===== src/rtl/clock_pkg.sv =====
// Shared calendar definitions for the century clock: month numbers,
// day-count width, and leap-year / month-length helpers.
package clock_pkg;

    localparam int DAYS_W = 5;

    localparam logic [3:0] JAN = 4'd1;
    localparam logic [3:0] FEB = 4'd2;
    localparam logic [3:0] MAR = 4'd3;
    localparam logic [3:0] APR = 4'd4;
    localparam logic [3:0] MAY = 4'd5;
    localparam logic [3:0] JUN = 4'd6;
    localparam logic [3:0] JUL = 4'd7;
    localparam logic [3:0] AUG = 4'd8;
    localparam logic [3:0] SEP = 4'd9;
    localparam logic [3:0] OCT = 4'd10;
    localparam logic [3:0] NOV = 4'd11;
    localparam logic [3:0] DEC = 4'd12;

    // mode 0: every fourth year; mode 1: full Gregorian century rule
    function automatic logic is_leap(input int year, input int mode);
        if (mode == 0)
            return (year % 4) == 0;
        return ((year % 4) == 0) && (((year % 100) != 0) || ((year % 400) == 0));
    endfunction

    function automatic logic [DAYS_W-1:0] days_in_month(input logic [3:0] month, input logic leap);
        case (month)
            FEB:                               return leap ? DAYS_W'(29) : DAYS_W'(28);
            APR, JUN, SEP, NOV:                return DAYS_W'(30);
            JAN, MAR, MAY, JUL, AUG, OCT, DEC: return DAYS_W'(31);
            default:                           return DAYS_W'(31);
        endcase
    endfunction

endpackage


===== src/rtl/day_calendar_if.sv =====
// Signal bundle between the day counter and its neighbours (hour counter,
// month/year counters, setup panel). weekday exists only with DAY_OF_WEEK_EN.
interface day_calendar_if
    import clock_pkg::*;
#(
    parameter int DAY_W   = 6,
    parameter int MONTH_W = 6,
    parameter int YEAR_W  = 7
);
    // Pulses (done_hour, set_inc, set_dec, done_day) are single-cycle levels
    // sampled on the rising clock edge; there is no backpressure.
    logic               done_hour;
    logic               setup_day;
    logic               set_inc;
    logic               set_dec;
    logic [MONTH_W-1:0] curr_month;
    logic [YEAR_W-1:0]  curr_year;
    logic [DAY_W-1:0]   day;
    logic               done_day;
    logic [DAYS_W-1:0]  dim;
    logic               month_err;
`ifdef DAY_OF_WEEK_EN
    logic [2:0]         weekday;
`endif

    modport master (
        output done_hour, setup_day, set_inc, set_dec, curr_month, curr_year,
`ifdef DAY_OF_WEEK_EN
        input  weekday,
`endif
        input  day, done_day, dim, month_err
    );

    modport slave (
        input  done_hour, setup_day, set_inc, set_dec, curr_month, curr_year,
`ifdef DAY_OF_WEEK_EN
        output weekday,
`endif
        output day, done_day, dim, month_err
    );

endinterface


===== src/rtl/day_calendar_month_len.sv =====
// Combinational month length: days in the selected month of the selected
// year, with an error flag for out-of-range month numbers.
module month_len
    import clock_pkg::*;
#(
    parameter int MONTH_W   = 6,
    parameter int YEAR_W    = 7,
    parameter int BASE_YEAR = 2000,
    parameter int LEAP_MODE = 1
) (
    input  logic [MONTH_W-1:0] curr_month,
    input  logic [YEAR_W-1:0]  curr_year,
    output logic [DAYS_W-1:0]  dim,
    output logic               month_err
);

    int   full_year;
    logic leap;

    always_comb begin
        full_year = BASE_YEAR + int'(curr_year);
        leap      = is_leap(full_year, LEAP_MODE);
        month_err = (curr_month == '0) || (curr_month > MONTH_W'(12));
        // an invalid month counts as a long month so the day never clamps to junk
        dim       = month_err ? DAYS_W'(31) : days_in_month(curr_month[3:0], leap);
    end

endmodule


===== src/rtl/day_calendar.sv =====
// Day-of-month counter: clamp on month/year change, setup inc/dec, run
// advance with rollover pulse. Optional weekday register under DAY_OF_WEEK_EN.
module day_calendar
    import clock_pkg::*;
#(
    parameter int DAY_W     = 6,
    parameter int MONTH_W   = 6,
    parameter int YEAR_W    = 7,
    parameter int BASE_YEAR = 2000,
    parameter int LEAP_MODE = 1
`ifdef DAY_OF_WEEK_EN
    , parameter int RESET_WEEKDAY = 6
`endif
) (
    input  logic          clk,
    input  logic          rst,
    day_calendar_if.slave bus
);

    localparam logic [DAY_W-1:0] DAY_ONE = DAY_W'(1);

    logic [DAYS_W-1:0] dim;
    logic              month_err;
    logic [DAY_W-1:0]  dim_d;
    logic [DAY_W-1:0]  day_q;
    logic              done_q;
`ifdef DAY_OF_WEEK_EN
    logic [2:0]        wd_q;
`endif

    month_len #(
        .MONTH_W  (MONTH_W),
        .YEAR_W   (YEAR_W),
        .BASE_YEAR(BASE_YEAR),
        .LEAP_MODE(LEAP_MODE)
    ) u_month_len (
        .curr_month(bus.curr_month),
        .curr_year (bus.curr_year),
        .dim       (dim),
        .month_err (month_err)
    );

    assign dim_d         = DAY_W'(dim);
    assign bus.dim       = dim;
    assign bus.month_err = month_err;
    assign bus.day       = day_q;
    assign bus.done_day  = done_q;
`ifdef DAY_OF_WEEK_EN
    assign bus.weekday   = wd_q;
`endif

    always_ff @(posedge clk or negedge rst) begin
        if (!rst) begin
            day_q  <= DAY_ONE;
            done_q <= 1'b0;
`ifdef DAY_OF_WEEK_EN
            wd_q   <= 3'(RESET_WEEKDAY);
`endif
        end else begin
            done_q <= 1'b0;
            // a shorter month/year took effect: pull the day back first, ignore everything else
            if (day_q > dim_d) begin
                day_q <= dim_d;
            end else if (bus.setup_day) begin
                if (bus.set_inc && !bus.set_dec)
                    day_q <= (day_q == dim_d) ? DAY_ONE : day_q + DAY_ONE;
                else if (bus.set_dec && !bus.set_inc)
                    day_q <= (day_q == DAY_ONE) ? dim_d : day_q - DAY_ONE;
            end else if (bus.done_hour) begin
                if (day_q == dim_d) begin
                    day_q  <= DAY_ONE;
                    done_q <= 1'b1;
                end else begin
                    day_q  <= day_q + DAY_ONE;
                end
`ifdef DAY_OF_WEEK_EN
                wd_q <= (wd_q == 3'd6) ? 3'd0 : wd_q + 3'd1;
`endif
            end
        end
    end

endmodule


===== src/flat_wrapper.sv =====
// flat-port wrapper written by rule: the top's interface ports become plain ports
module day_calendar_flat import clock_pkg::*;
#(
    parameter int DAY_W     = 6,
    parameter int MONTH_W   = 6,
    parameter int YEAR_W    = 7,
    parameter int BASE_YEAR = 2000,
    parameter int LEAP_MODE = 1

)
  (clk, rst, bus_done_hour, bus_setup_day, bus_set_inc, bus_set_dec, bus_curr_month, bus_curr_year, bus_day, bus_done_day, bus_dim, bus_month_err);
  day_calendar_if #(.DAY_W(DAY_W), .MONTH_W(MONTH_W), .YEAR_W(YEAR_W)) bus_i ();
  input  logic clk;
  input  logic rst;
  input wire logic [$bits(bus_i.done_hour)-1:0] bus_done_hour;
  input wire logic [$bits(bus_i.setup_day)-1:0] bus_setup_day;
  input wire logic [$bits(bus_i.set_inc)-1:0] bus_set_inc;
  input wire logic [$bits(bus_i.set_dec)-1:0] bus_set_dec;
  input wire logic [$bits(bus_i.curr_month)-1:0] bus_curr_month;
  input wire logic [$bits(bus_i.curr_year)-1:0] bus_curr_year;
  output wire logic [$bits(bus_i.day)-1:0] bus_day;
  output wire logic [$bits(bus_i.done_day)-1:0] bus_done_day;
  output wire logic [$bits(bus_i.dim)-1:0] bus_dim;
  output wire logic [$bits(bus_i.month_err)-1:0] bus_month_err;
  assign bus_i.done_hour = bus_done_hour;
  assign bus_i.setup_day = bus_setup_day;
  assign bus_i.set_inc = bus_set_inc;
  assign bus_i.set_dec = bus_set_dec;
  assign bus_i.curr_month = bus_curr_month;
  assign bus_i.curr_year = bus_curr_year;
  assign bus_day = bus_i.day;
  assign bus_done_day = bus_i.done_day;
  assign bus_dim = bus_i.dim;
  assign bus_month_err = bus_i.month_err;
  day_calendar #(.DAY_W(DAY_W), .MONTH_W(MONTH_W), .YEAR_W(YEAR_W), .BASE_YEAR(BASE_YEAR), .LEAP_MODE(LEAP_MODE)) u_core (.clk(clk), .rst(rst), .bus(bus_i));
endmodule

===== config.mk =====
export PLATFORM = sky130hd
export DESIGN_NAME = day_calendar_flat
export DESIGN_NICKNAME = d
export VERILOG_FILES = /design/src/rtl/clock_pkg.sv /design/src/rtl/day_calendar_if.sv /design/src/rtl/day_calendar_month_len.sv /design/src/rtl/day_calendar.sv /design/src/flat_wrapper.sv
export SDC_FILE = /design/constraint.sdc
export NUM_CORES = 1
export LEC_CHECK = 0
export CAP_MARGIN = 5
export CORE_MARGIN = 10
export CORE_UTILIZATION = 35
export CTS_BUF_LIST = sky130_fd_sc_hd__clkbuf_16
export DETAILED_ROUTE_END_ITERATION = 8
export PLACE_DENSITY = 0.66
export SLEW_MARGIN = 20
export SYNTH_ARGS = -nofsm -noshare
export SYNTH_HDL_FRONTEND = slang
export SYNTH_SLANG_ARGS = --single-unit

===== constraint.sdc =====
create_clock -name clk -period 20.1 [get_ports clk]
set_input_delay 6.03 -clock clk [delete_from_list [all_inputs] [get_ports clk]]
set_output_delay 6.03 -clock clk [all_outputs]
set_load 0.01 [all_outputs]

==> run metrics <==
status=finished clean; Hold-fix buffers, CTS=0; worst hold slack=0.675 ns; LEAKAGE=about 0.001 µW; CTS root buffer=clkbuf_16; number of max-cap violations=0; CTS tree=built; routed len/inst=15.6 µm; RePlAce Congestion=0.879; Initial DRC Count=122; Synth async-reset ratio=100%; Least-Margin Pin Slew=around 0.84 ns; Syn Area/Cell=~7 µm²; Syn Inst Count=330; EDFF count, synth=0; Synth cell types=80; flops & latches, synth=7; Mapped Area=approximately 0.0023 mm²; final worst-path cycle share=94.8%; clock latency on the worst-skew pair=0.23 ns; area grow syn2layout=16.5%; dominant synthesized flop cell=dfrtp_1; max-slew violation count=0; worst path required time=14.07 ns; maximum vdd drop=0.0525 mV; Starting Density=about 36%; fraction of layout cells with a size suffix above 1=7.78%; Final ANT Viol Nets=0; antenna violations before repair=0; final number of hold-violating endpoints=0; pin count of the biggest net entering global routing=25; # H-tree levels=1; Resized Gates After CTS=0; Die Ht=around 100 µm; Seq/Total Area, Yosys=7.61%; gr usage total=12.4%; power density over cell area=87.2 mW/mm²; Die X=101 µm; vias in the first global route=about 2,500; Peak Freq=approximately 52 MHz; Hold WC Path Type=reg2reg; synth warn=0; clk sinks=7; TritonCTS Buffers=3; Post-DP HPWL=5290 µm; FP Rows=29; Ant. Diodes=0; die area=0.0103 mm²; Final nets=379; TritonRoute pass-1 iters=4; crit end category=output port; Setup Fix Bufs, Post-CTS=0; first-pass GRT wire length=11,300 µm; Boundary Pins=32; post-synth top area cell=dfrtp_1; RSZ-0062 raised after global routing=no; Synth area leaders=dfrtp_1 (6.5%), ha_1 (6.5%), nor2_1 (5.7%), xnor2_1 (5.3%), nand2_1 (4.4%); Relative slew margins=44.3%; Worst Path Class, Setup=in2out; Clk pin slew, worst setup/hold paths=roughly 0.040 ns; Core Footprint=0.00639 mm²; Longest Clk Path Bufs=2; Yosys top cell area share=roughly 6.5%; PortBufs=28; global route total overflow=0; # fillers=659; Worst EP arrival=~13 ns; DR DRC count=0; final wirelength=6600 µm; Vias per Instance=6.04; setup violators final=0; Via Count=between 2,000 and 3,000; worst-path fanout max=24; Tmin final=19.06 ns; total negative setup slack=0 ns; worst setup skew after layout=around 0.0014 ns; Setup crit start kind=input pin
sequential cells by signal, summed over array words and instances (netlist names):
signal / count
u_core.bus.done_day: 1
u_core.bus.day: 6
power breakdown:
part | internal (µW) | total [µW] | switching [µW]
Combinational | 73.3 | 169 | 95.9
Sequential | 20.4 | 32.6 | 12.2
Clock | 25.9 | 33.6 | 7.73
cells in the final DEF, fill, tap and decap left out, types with 3 or more instances in the layout:
cell	n
nor4_1	5
a31oi_1	3
clkdlybuf4s50_1	28
dfrtp_1	6
xor2_1	3
nor2b_1	4
nor2_1	35
nand3b_1	4
o211ai_1	4
inv_1	13
nor3_1	17
a211oi_1	8
o21ai_0	20
or3_1	7
mux2i_1	8
conb_1	3
a21oi_1	20
ha_1	12
nand3_1	13
o32ai_1	4
nand2_1	27
and2_1	4
xnor2_1	14
nor3b_1	5
and4b_1	3
o21bai_1	3
nand2b_1	7
clkbuf_16	3
or2_2	4
path summary, 6_finish.rpt:
path,start,endpoint,slack [ns],cells past startpoint
max in group asynchronous,rst,u_core.bus.day[0]$_DFFE_PN1P_,13.73,1
hold / removal,u_core.bus.day[4]$_DFFE_PN0P_,u_core.bus.day[4]$_DFFE_PN0P_,0.67,2
hold reg to reg,u_core.bus.day[4]$_DFFE_PN0P_,u_core.bus.day[4]$_DFFE_PN0P_,0.67,2
min in group asynchronous,rst,u_core.bus.day[4]$_DFFE_PN0P_,6.07,1
setup reg to reg,u_core.bus.day[0]$_DFFE_PN1P_,u_core.bus.day[0]$_DFFE_PN1P_,17.82,8
setup / recovery,bus_curr_year[4],bus_dim[0],1.04,22
logic make-up (layout without fill, tap and decap cells):
family	after synthesis	in the layout	share of synthesized area, %
AO/OA/AOI/OAI	102	102	33.6
XOR/XNOR	19	19	7.83
other	1	3	0.162
multiplexers	8	8	3.46
buffers and inverters	31	46	6.10
adder cells (fa/ha/maj)	12	12	6.48
AND/OR/NAND/NOR	150	150	34.8
flip-flops	7	7	7.61
cell type report:
class | count | area [µm²] | area share (%)
repair buffers | 30 | 295 | 10.9
flip-flops and latches | 7 | 176 | 6.54
multi-input cells | 294 | 2010 | 74.4
inverters | 12 | 45.0 | 1.67
clock buffers | 3 | 75.1 | 2.78
well taps | 77 | 96.3 | 3.57
clock inverters | 1 | 3.75 | 0.139
synth_stat cells (4+ instances only):
cell      count
a211oi_1      8
a21oi_1      20
inv_1        12
nand3_1      13
clkbuf_1      9
nand2b_1      7
nor3b_1       5
dfrtp_1       6
nand2_1      27
o32ai_1       4
nor4_1        5
xnor2_1      14
o21ai_0      20
nand3b_1      4
ha_1         12
and2_1        4
or3_1         7
or2_2         4
o211ai_1      4
buf_2         4
nor3_1       17
nor2b_1       4
mux2i_1       8
nor2_1       35
per-stage QoR:
step	power, µW	utilization, %	setup slack [ns]	instance area [µm²]	cells
global route	257	42.3	0.510	2700	424
detailed placement	199	41.0	1.10	2620	420
CTS	235	42.3	1.09	2700	424
floorplan	157	-	3.26	2320	332
finish	235	42.3	1.04	2700	424
global placement	197	41.0	1.23	2620	420
worst max-delay path, cell delays in order:
cell and delay (ns):
clkdlybuf4s50_1 0.39, buf_4 0.20, ha_1 0.28, inv_1 0.08
ha_1 0.47, ha_1 0.81, nand3b_1 0.28, xnor2_1 0.27
nor4_1 0.67, nor3_1 0.13, a31o_1 0.25, a221o_1 0.29
a22o_1 0.33, o21ai_2 0.29, o32ai_1 0.13, nand4bb_1 0.39
o2111ai_2 0.19, a21oi_2 0.09, or4b_1 0.52, a221oi_2 0.27
o21bai_1 0.14, clkdlybuf4s50_1 0.50
metal layers:
layer | global-route usage [%] | wire length (µm) | up-vias
met5 | 0 | 0 | -
met4 | 1.82 | 39 | 0
met3 | 1.57 | 402 | 4
met2 | 22.6 | 3220 | 77
met1 | 15.5 | 2930 | 1196
li1 | - | - | 1284
No activity file was read; power rests on OpenSTA's default activity.
